--- config.mk ---
export PLATFORM = sky130hd
export DESIGN_NAME = svc_rv_bpred_bht
export DESIGN_NICKNAME = d
export VERILOG_FILES = /design/src/rtl/svc_rv_bpred_pkg.sv /design/src/rtl/svc_rv_bpred_bht_mem.sv /design/src/rtl/svc_rv_bpred_bht.sv
export SDC_FILE = /design/constraint.sdc
export NUM_CORES = 1
export LEC_CHECK = 0
export BUFFER_PORTS_ARGS = -buffer_cell sky130_fd_sc_hd__clkbuf_2
export CAP_MARGIN = 10
export CORE_ASPECT_RATIO = 0.7
export CORE_MARGIN = 2
export CORE_UTILIZATION = 54
export DETAILED_ROUTE_END_ITERATION = 6
export PLACE_DENSITY = 0.77
export SYNTH_ARGS = -nofsm -noshare
export SYNTH_HDL_FRONTEND = slang
export SYNTH_HIERARCHICAL = 1
export SYNTH_SLANG_ARGS = --single-unit
--- constraint.sdc ---
create_clock -name clk -period 3.7 [get_ports clk]
set_clock_uncertainty 0.15 [all_clocks]
set_input_delay 1.11 -clock clk [delete_from_list [all_inputs] [get_ports clk]]
set_output_delay 1.11 -clock clk [all_outputs]
set_load 0.005 [all_outputs]
--- src/rtl/svc_rv_bpred_pkg.sv ---
// Shared types and helpers for the RV branch predictor blocks.
// Holds the BHT controller states and 2-bit saturating counter arithmetic.
package svc_rv_bpred_pkg;

  typedef enum logic {
    BHT_INIT = 1'b0,
    BHT_RUN  = 1'b1
  } bht_state_t;

  localparam logic [1:0] CNT_SNT = 2'd0;
  localparam logic [1:0] CNT_WNT = 2'd1;
  localparam logic [1:0] CNT_WT  = 2'd2;
  localparam logic [1:0] CNT_ST  = 2'd3;

  function automatic logic [1:0] cnt_next(input logic [1:0] cnt, input logic taken);
    logic [1:0] res;
    if (taken) begin
      res = (cnt == CNT_ST) ? CNT_ST : cnt + 2'd1;
    end else begin
      res = (cnt == CNT_SNT) ? CNT_SNT : cnt - 2'd1;
    end
    return res;
  endfunction

endpackage

--- src/rtl/svc_rv_bpred_bht_mem.sv ---
// 2**IDX_W x 2-bit counter storage: one write port, two asynchronous read ports.
// Carries no reset so it maps onto distributed RAM.
module svc_rv_bpred_bht_mem #(
  parameter int IDX_W = 6
) (
  input  logic             clk,
  input  logic             we,
  input  logic [IDX_W-1:0] waddr,
  input  logic [1:0]       wdata,
  input  logic [IDX_W-1:0] upd_raddr,
  output logic [1:0]       upd_rdata,
  input  logic [IDX_W-1:0] pred_raddr,
  output logic [1:0]       pred_rdata
);

  localparam int DEPTH = 2 ** IDX_W;

  logic [1:0] mem [DEPTH];

  always_ff @(posedge clk) begin
    if (we) begin
      mem[waddr] <= wdata;
    end
  end

  assign upd_rdata  = mem[upd_raddr];
  assign pred_rdata = mem[pred_raddr];

endmodule

--- src/rtl/svc_rv_bpred_bht.sv ---
// Branch history table controller: init sequencer, registered lookup for fetch,
// and single-cycle read-modify-write updates from execute with write-first bypass.
module svc_rv_bpred_bht
  import svc_rv_bpred_pkg::*;
#(
  parameter int         IDX_W    = 6,
  parameter int         XLEN     = 32,
  parameter logic [1:0] INIT_CNT = 2'b01
) (
  input  logic            clk,
  input  logic            rst_n,
  input  logic            flush,
  output logic            init_busy,
  input  logic            pred_valid,
  input  logic [XLEN-1:0] pred_pc,
  output logic            pred_taken,
  input  logic            upd_valid,
  input  logic [XLEN-1:0] upd_pc,
  input  logic            upd_taken
);

  localparam logic [IDX_W-1:0] IDX_LAST = '1;

  bht_state_t       state_reg, state_next;
  logic [IDX_W-1:0] init_idx_reg, init_idx_next;
  logic             pred_taken_reg, pred_taken_next;

  logic [IDX_W-1:0] pidx, uidx;
  logic [1:0]       upd_rdata, pred_rdata, upd_cnt;
  logic             mem_we;
  logic [IDX_W-1:0] mem_waddr;
  logic [1:0]       mem_wdata;

  assign pidx    = pred_pc[IDX_W+1:2];
  assign uidx    = upd_pc[IDX_W+1:2];
  assign upd_cnt = cnt_next(upd_rdata, upd_taken);

  // Only the index bits of the PCs are used.
  logic unused_pc_bits;
  assign unused_pc_bits = ^{pred_pc[XLEN-1:IDX_W+2], pred_pc[1:0],
                            upd_pc[XLEN-1:IDX_W+2], upd_pc[1:0]};

  svc_rv_bpred_bht_mem #(
    .IDX_W(IDX_W)
  ) u_mem (
    .clk       (clk),
    .we        (mem_we),
    .waddr     (mem_waddr),
    .wdata     (mem_wdata),
    .upd_raddr (uidx),
    .upd_rdata (upd_rdata),
    .pred_raddr(pidx),
    .pred_rdata(pred_rdata)
  );

  always_ff @(posedge clk or negedge rst_n) begin
    if (!rst_n) begin
      state_reg      <= BHT_INIT;
      init_idx_reg   <= '0;
      pred_taken_reg <= 1'b0;
    end else begin
      state_reg      <= state_next;
      init_idx_reg   <= init_idx_next;
      pred_taken_reg <= pred_taken_next;
    end
  end

  always_comb begin
    state_next      = state_reg;
    init_idx_next   = init_idx_reg;
    pred_taken_next = 1'b0;
    mem_we          = 1'b0;
    mem_waddr       = init_idx_reg;
    mem_wdata       = INIT_CNT;
    case (state_reg)
      BHT_INIT: begin
        if (flush) begin
          init_idx_next = '0;
        end else begin
          mem_we        = 1'b1;
          init_idx_next = init_idx_reg + 1'b1;
          if (init_idx_reg == IDX_LAST) begin
            state_next = BHT_RUN;
          end
        end
      end
      BHT_RUN: begin
        if (flush) begin
          state_next    = BHT_INIT;
          init_idx_next = '0;
        end else begin
          if (upd_valid) begin
            mem_we    = 1'b1;
            mem_waddr = uidx;
            mem_wdata = upd_cnt;
          end
          // Write-first: a same-index update is seen by the lookup this cycle.
          if (upd_valid && (uidx == pidx)) begin
            pred_taken_next = pred_valid & upd_cnt[1];
          end else begin
            pred_taken_next = pred_valid & pred_rdata[1];
          end
        end
      end
      default: begin
        state_next    = BHT_INIT;
        init_idx_next = '0;
      end
    endcase
  end

  assign init_busy  = (state_reg == BHT_INIT);
  assign pred_taken = pred_taken_reg;

endmodule

==> results of run 1 <==
==> metal layers <==
metal / wire (um) / global-route usage (%) / share of wire [%]
met5: 0 / 0 / 0
met3: 1800 / 7.25 / 11
met2: 7140 / 38.7 / 45
met1: 6660 / 38.2 / 42
met4: 275 / 8.77 / 1.7
==> metrics by stage <==
stage | TNS, ns | power, uW | utilization [%]
finish | 0 | 3560 | 65.0
global route | 0 | 3650 | 65.0
CTS | 0 | 3560 | 65.0
detailed placement | -34.17 | 1930 | 60.1
global placement | -29.99 | 1930 | 60.1
floorplan | 0 | 1850 | -
==> cell type report <==
cell class / instances / area [um2]
Clock inverter: 14 / 151
Fill cell: 867 / 4140
Multi-Input combinational cell: 259 / 2360
Sequential cell: 136 / 4040
Clock buffer: 17 / 425
Tap cell: 157 / 196
Timing Repair Buffer: 60 / 478
Inverter: 5 / 21.3
==> where the power goes <==
part / switching [uW] / internal (uW)
registers: 4.89 / 1660
clock network: 661 / 990
logic: 133 / 104
==> worst paths after layout <==
check,start,end,depth (start not counted),slack [ns]
worst max-delay path,upd_pc[2],u_mem/mem[38][0],9,0.12
worst max register to register,state_reg,u_mem/mem[8][0],6,0.61
worst min-delay path,rst_n,state_reg,1,0.37
worst min register to register,init_idx_reg[5],init_idx_reg[5],2,0.45
max in group asynchronous,rst_n,pred_taken,1,2.86
min in group clk,init_idx_reg[5],init_idx_reg[5],2,0.45
==> critical path: stages <==
cell       delay (ns)
clkbuf_2         0.16
buf_4            0.22
mux4_2           0.55
a2111oi_2        0.38
nor3_1           0.08
a22o_1           0.26
maj3_1           0.36
or2_4            0.26
buf_12           0.17
==> summary.md, run 1 <==
| Metric | Value |
|---|---|
| Detail-routed via count per cell | approximately 6.5 |
| Via count | around 4,200 |
| Die Ht | 96.6 um |
| Most frequent cells in the layout | edfxtp_1, nor2_1, buf_4, mux4_2, clkbuf_2 |
| Layout area overhead | 16.1% |
| Post-Place Setup Slack | -0.284 ns |
| # DRC | 0 |
| Placed inst area | 7100 um2 |
| Tightest Pin Transition | approximately 0.57 ns |
| First-pass iteration count of the detailed router | 5 |
| Max VDD drop | 0.351 mV |
| Synthesized net count | approximately 500 |
| Max-slew violations | 0 |
| Mapped Cells | 430 |
| Post-route ant nets | 0 |
| CTS Hold Bufs | 0 |
| Hold_ws | 0.369 ns |
| Design area | between 7000 and 8000 um2 |
| Most common cell after layout, fill and taps aside | edfxtp_1 |
| Final setup margin | roughly 0.12 ns |
| Outcome | completed |
| Leakage | between 0.002 and 0.003 uW |
| Largest net degree at the start of global routing | 36 |
| Total wire length | roughly 16,000 um |
| # IOs | 72 |
| TritonCTS clock tree | done |
| Clock Root Buffer | clkbuf_16 |
| Largest register FFs | 128 |
| Post-Syn Area | 6610 um2 |
| Chip width | about 140 um |
| Syn avg cell area | around 15 um2 |
| Setup Fix Bufs, Post-CTS | 0 |
| Final hold vios | 0 |
| Core area | 11,800 um2 |
| Worst-path maximum fanout | 35 |
| Initial antenna violation count | 0 |
| Final Cycle Share | a little under 100% |
| Port Buf Inserts | 19 |
| Layout Cells excl Fill | ~650 |
| DR WL/cell | between 20 and 25 um |
| Full die area | around 13,000 um2 |
| Post-CTS resize count | 0 |
| Finish-stage setup viols | 0 |
| Latest clock arrival within the worst-skew pair | 0.42 ns |
| First-pass GRT wire length | between 20,000 and 25,000 um |
| Max Freq | approximately 280 MHz |
| Unrepaired setup endpoints after global routing | false |
| Worst Path Arrival | approximately 3.6 ns |
| Core Rows | 33 |
| Clk slew on worst S/H paths | roughly 0.060 ns |
| Initial DRC Count | 349 |
| Dpl cells | 617 |
| Hpwl dp | 10,800 um |
| Pwr dens | between 400 and 500 nW/um2 |
| Fin crit period | approximately 3.6 ns |
| Tot GR Track Use | a little over a quarter |
| TritonCTS buffer count | 17 |
| GRT Residual Overflow | 0 |
| Required @ worst endpoint | between 3 and 4 ns |
| Post-layout net count | 550 |
| Max-cap violations | 0 |
| Worst Hold Class | input port to asynchronous set/reset pin |
| Synth warnings | 6 |
| Placer Congestion | 0.874 |
| Initial Utilization | 56.0% |
| Vias in the first global route | roughly 4,100 |
| H-Tree Depth | 4 |
| Fraction of layout cells with a size suffix above 1 | between 20% and 30% |
| Slew headroom | between 60% and 70% |
| Crit start category | input port |
| Ant. Diodes | 0 |
| Setup crit end kind | flip-flop |
| Deepest clock path buffer count | 2 |
| CTS Sinks | between 100 and 150 |
| Kind of critical path | input port to flip-flop |
(Power assumes the default switching activity.)
==> run 2, diff against run 1 <==
--- a/config.mk
+++ b/config.mk
@@ -9,9 +9,8 @@
 export CAP_MARGIN = 10
 export CORE_ASPECT_RATIO = 0.7
 export CORE_MARGIN = 2
-export CORE_UTILIZATION = 54
+export CORE_UTILIZATION = 41
 export DETAILED_ROUTE_END_ITERATION = 6
-export PLACE_DENSITY = 0.77
 export SYNTH_ARGS = -nofsm -noshare
 export SYNTH_HDL_FRONTEND = slang
 export SYNTH_HIERARCHICAL = 1
==> run 2 against run 1 <==
Net effect: global-route usage decreased by 5.4 points; hold slack better by 0.014 ns; critical path depth increased by 1.
==> summary.md, run 2 (synthesized netlist as in run 1, its figures left out) <==
| Metric | Value |
|---|---|
| Critical R2R Launch | u_mem/mem[3][1] |
| Max-cap violations | 0 |
| Deepest clock path buffer count | 2 |
| Max Freq | between 200 and 300 MHz |
| CP cell instances | clkbuf_2 > buf_12 > buf_12 > mux4_2 > a22oi_1 > nand3_1 > a22o_1 > maj3_1 > or2_4 > buf_12 |
| Buf/Inv on CP | 4 |
| Via count | between 4,000 and 5,000 |
| Most frequent cells in the layout | edfxtp_1, nor2_1, mux4_2, buf_4, clkbuf_2 |
| Largest net degree at the start of global routing | 48 |
| Core Rows | 38 |
| Die Ht | approximately 110 um |
| Hold_ws | ~0.38 ns |
| Clk slew on worst S/H paths | approximately 0.06 ns |
| H-Tree Depth | 4 |
| Vias in the first global route | about 4,100 |
| CTS Sinks | 136 |
| Kind of critical path | input port to flip-flop |
| Final setup margin | 0.145 ns |
| CTS Hold Bufs | 0 |
| Clock power share | 48.2% |
| GRT Residual Overflow | 0 |
| First-pass iteration count of the detailed router | 5 |
| Final Cycle Share | slightly below 100% |
| Hpwl dp | approximately 11,000 um |
| Leakage | around 0.0028 uW |
| Crit start category | input port |
| Sw Share | approximately a fifth |
| Fraction of layout cells with a size suffix above 1 | around 27% |
| Worst path slowest cell | mux4_2 |
| Max VDD drop | around 0.28 mV |
| Required @ worst endpoint | roughly 3.7 ns |
| Top delay family on crit path | buffers and inverters |
| Combinational power share | under 10% |
| Initial Utilization | 42.2% |
| Final hold vios | 0 |
| Setup crit end kind | flip-flop |
| Largest register FFs | 128 |
| Pwr dens | around 470 nW/um2 |
| Core area | around 16,000 um2 |
| Worst Path Arrival | 3.55 ns |
| Chip width | about 160 um |
| TritonCTS clock tree | done |
| Initial antenna violation count | 0 |
| Max-slew violations | 0 |
| TritonCTS buffer count | 17 |
| Post-Place Setup Slack | -0.246 ns |
| Post-layout net count | roughly 550 |
| Post-route ant nets | 0 |
| Tightest Pin Transition | between 0.4 and 0.5 ns |
| # DRC | 0 |
| Most common cell after layout, fill and taps aside | edfxtp_1 |
| Setup Fix Bufs, Post-CTS | 0 |
| Total wire length | 16,300 um |
| Internal power | between 2000 and 3000 uW |
| First-pass GRT wire length | ~25,000 um |
| Port Buf Inserts | 19 |
| Post-CTS resize count | 0 |
| Initial DRC Count | 458 |
| Crit path top cell by count | buf_12 |
| Tot GR Track Use | 20.8% |
| Met3 Use GR | approximately 4.7% |
| Slew headroom | just under 70% |
| Reg2Reg Setup Slack | ~0.7 ns |
| Latest clock arrival within the worst-skew pair | 0.42 ns |
| CP peak stage delay | around 0.51 ns |
| Layout area overhead | 17.7% |
| Finish-stage setup viols | 0 |
| Busiest grt layer | met2 |
| Placer Congestion | roughly 0.89 |
| Unrepaired setup endpoints after global routing | false |
| Clock Root Buffer | clkbuf_16 |
| RR Endpoint | u_mem/mem[33][0] |
| P_sw | between 700 and 800 uW |
| Detail-routed via count per cell | approximately 6 |
| Worst-path maximum fanout | 47 |
| Register share of total power | 45.3% |
| Worst Hold Class | input port to asynchronous set/reset pin |
| Global Route met2 Usage | a little under a third |
| # IOs | slightly above 70 |
| Full die area | 17,200 um2 |
| R2r worst-path depth | 8 |
| DR WL/cell | 23.7 um |
| M1 GR Usage | between 30% and 40% |
| Setup TNS | 0 ns |
| Fin crit period | about 3.6 ns |
| Ant. Diodes | 0 |
| Outcome | completed |
-- run 2: area by class of cell --
class | instances | area [um2]
Fill cell | 1294 | 7870
Sequential cell | 136 | 4040
Multi-Input combinational cell | 259 | 2360
Timing Repair Buffer | 57 | 480
Clock buffer | 17 | 425
Tap cell | 200 | 250
Clock inverter | 15 | 198
Inverter | 5 | 21.3
-- run 2: per-stage QoR --
step	power, uW	std cells	area, um2	util [%]
final	3690	689	7780	49.7
after global routing	3790	689	7780	49.7
after CTS	3700	689	7780	49.7
after detailed placement	1940	657	7150	45.7
after global placement	1930	657	7150	45.7
after floorplan	1850	430	6620	-
-- run 2: how the worst max path moves through the flow --
stage                     startpoint          endpoint  slack (ns)  cells after the start
final                      upd_pc[2]  u_mem/mem[33][0]        0.15                     10
after global routing       upd_pc[2]  u_mem/mem[25][0]        0.09                     10
after CTS                  upd_pc[2]   u_mem/mem[2][0]        0.18                     10
after detailed placement   upd_pc[2]  u_mem/mem[21][0]       -0.25                     10
after global placement     upd_pc[2]  u_mem/mem[41][0]       -0.22                     10
after floorplan            upd_pc[2]   u_mem/mem[0][0]        0.05                      9
-- run 2: metal layers --
metal	routed length, um	share of wire [%]	vias to the layer above
li1	-	-	1784
met4	351	2.2	0
met2	7110	44	168
met3	1230	7.5	25
met5	0	0	-
met1	7630	47	2053
-- run 2: worst reg2reg max path: cells and delay by family, from the launching register on --
| family | cells | cell delay, ns |
|---|---|---|
| muxes | 1 | 0.50 |
| AOI/OAI and AO/OA | 2 | 0.59 |
| DFF | 1 | 0.41 |
| and+or+nand+nor | 3 | 0.50 |
| adders and majority gates | 1 | 0.36 |
| buffers and inverters | 1 | 0.17 |
-- run 2: power by group through the flow --
stage	combinational [uW]	sequential, uW	clock [uW]
2_1_floorplan	148	1700	0
3_3_place_gp	232	1700	0
3_5_place_dp	236	1700	0
4_1_cts	237	1670	1800
5_1_grt	253	1670	1870
6_report	239	1670	1780
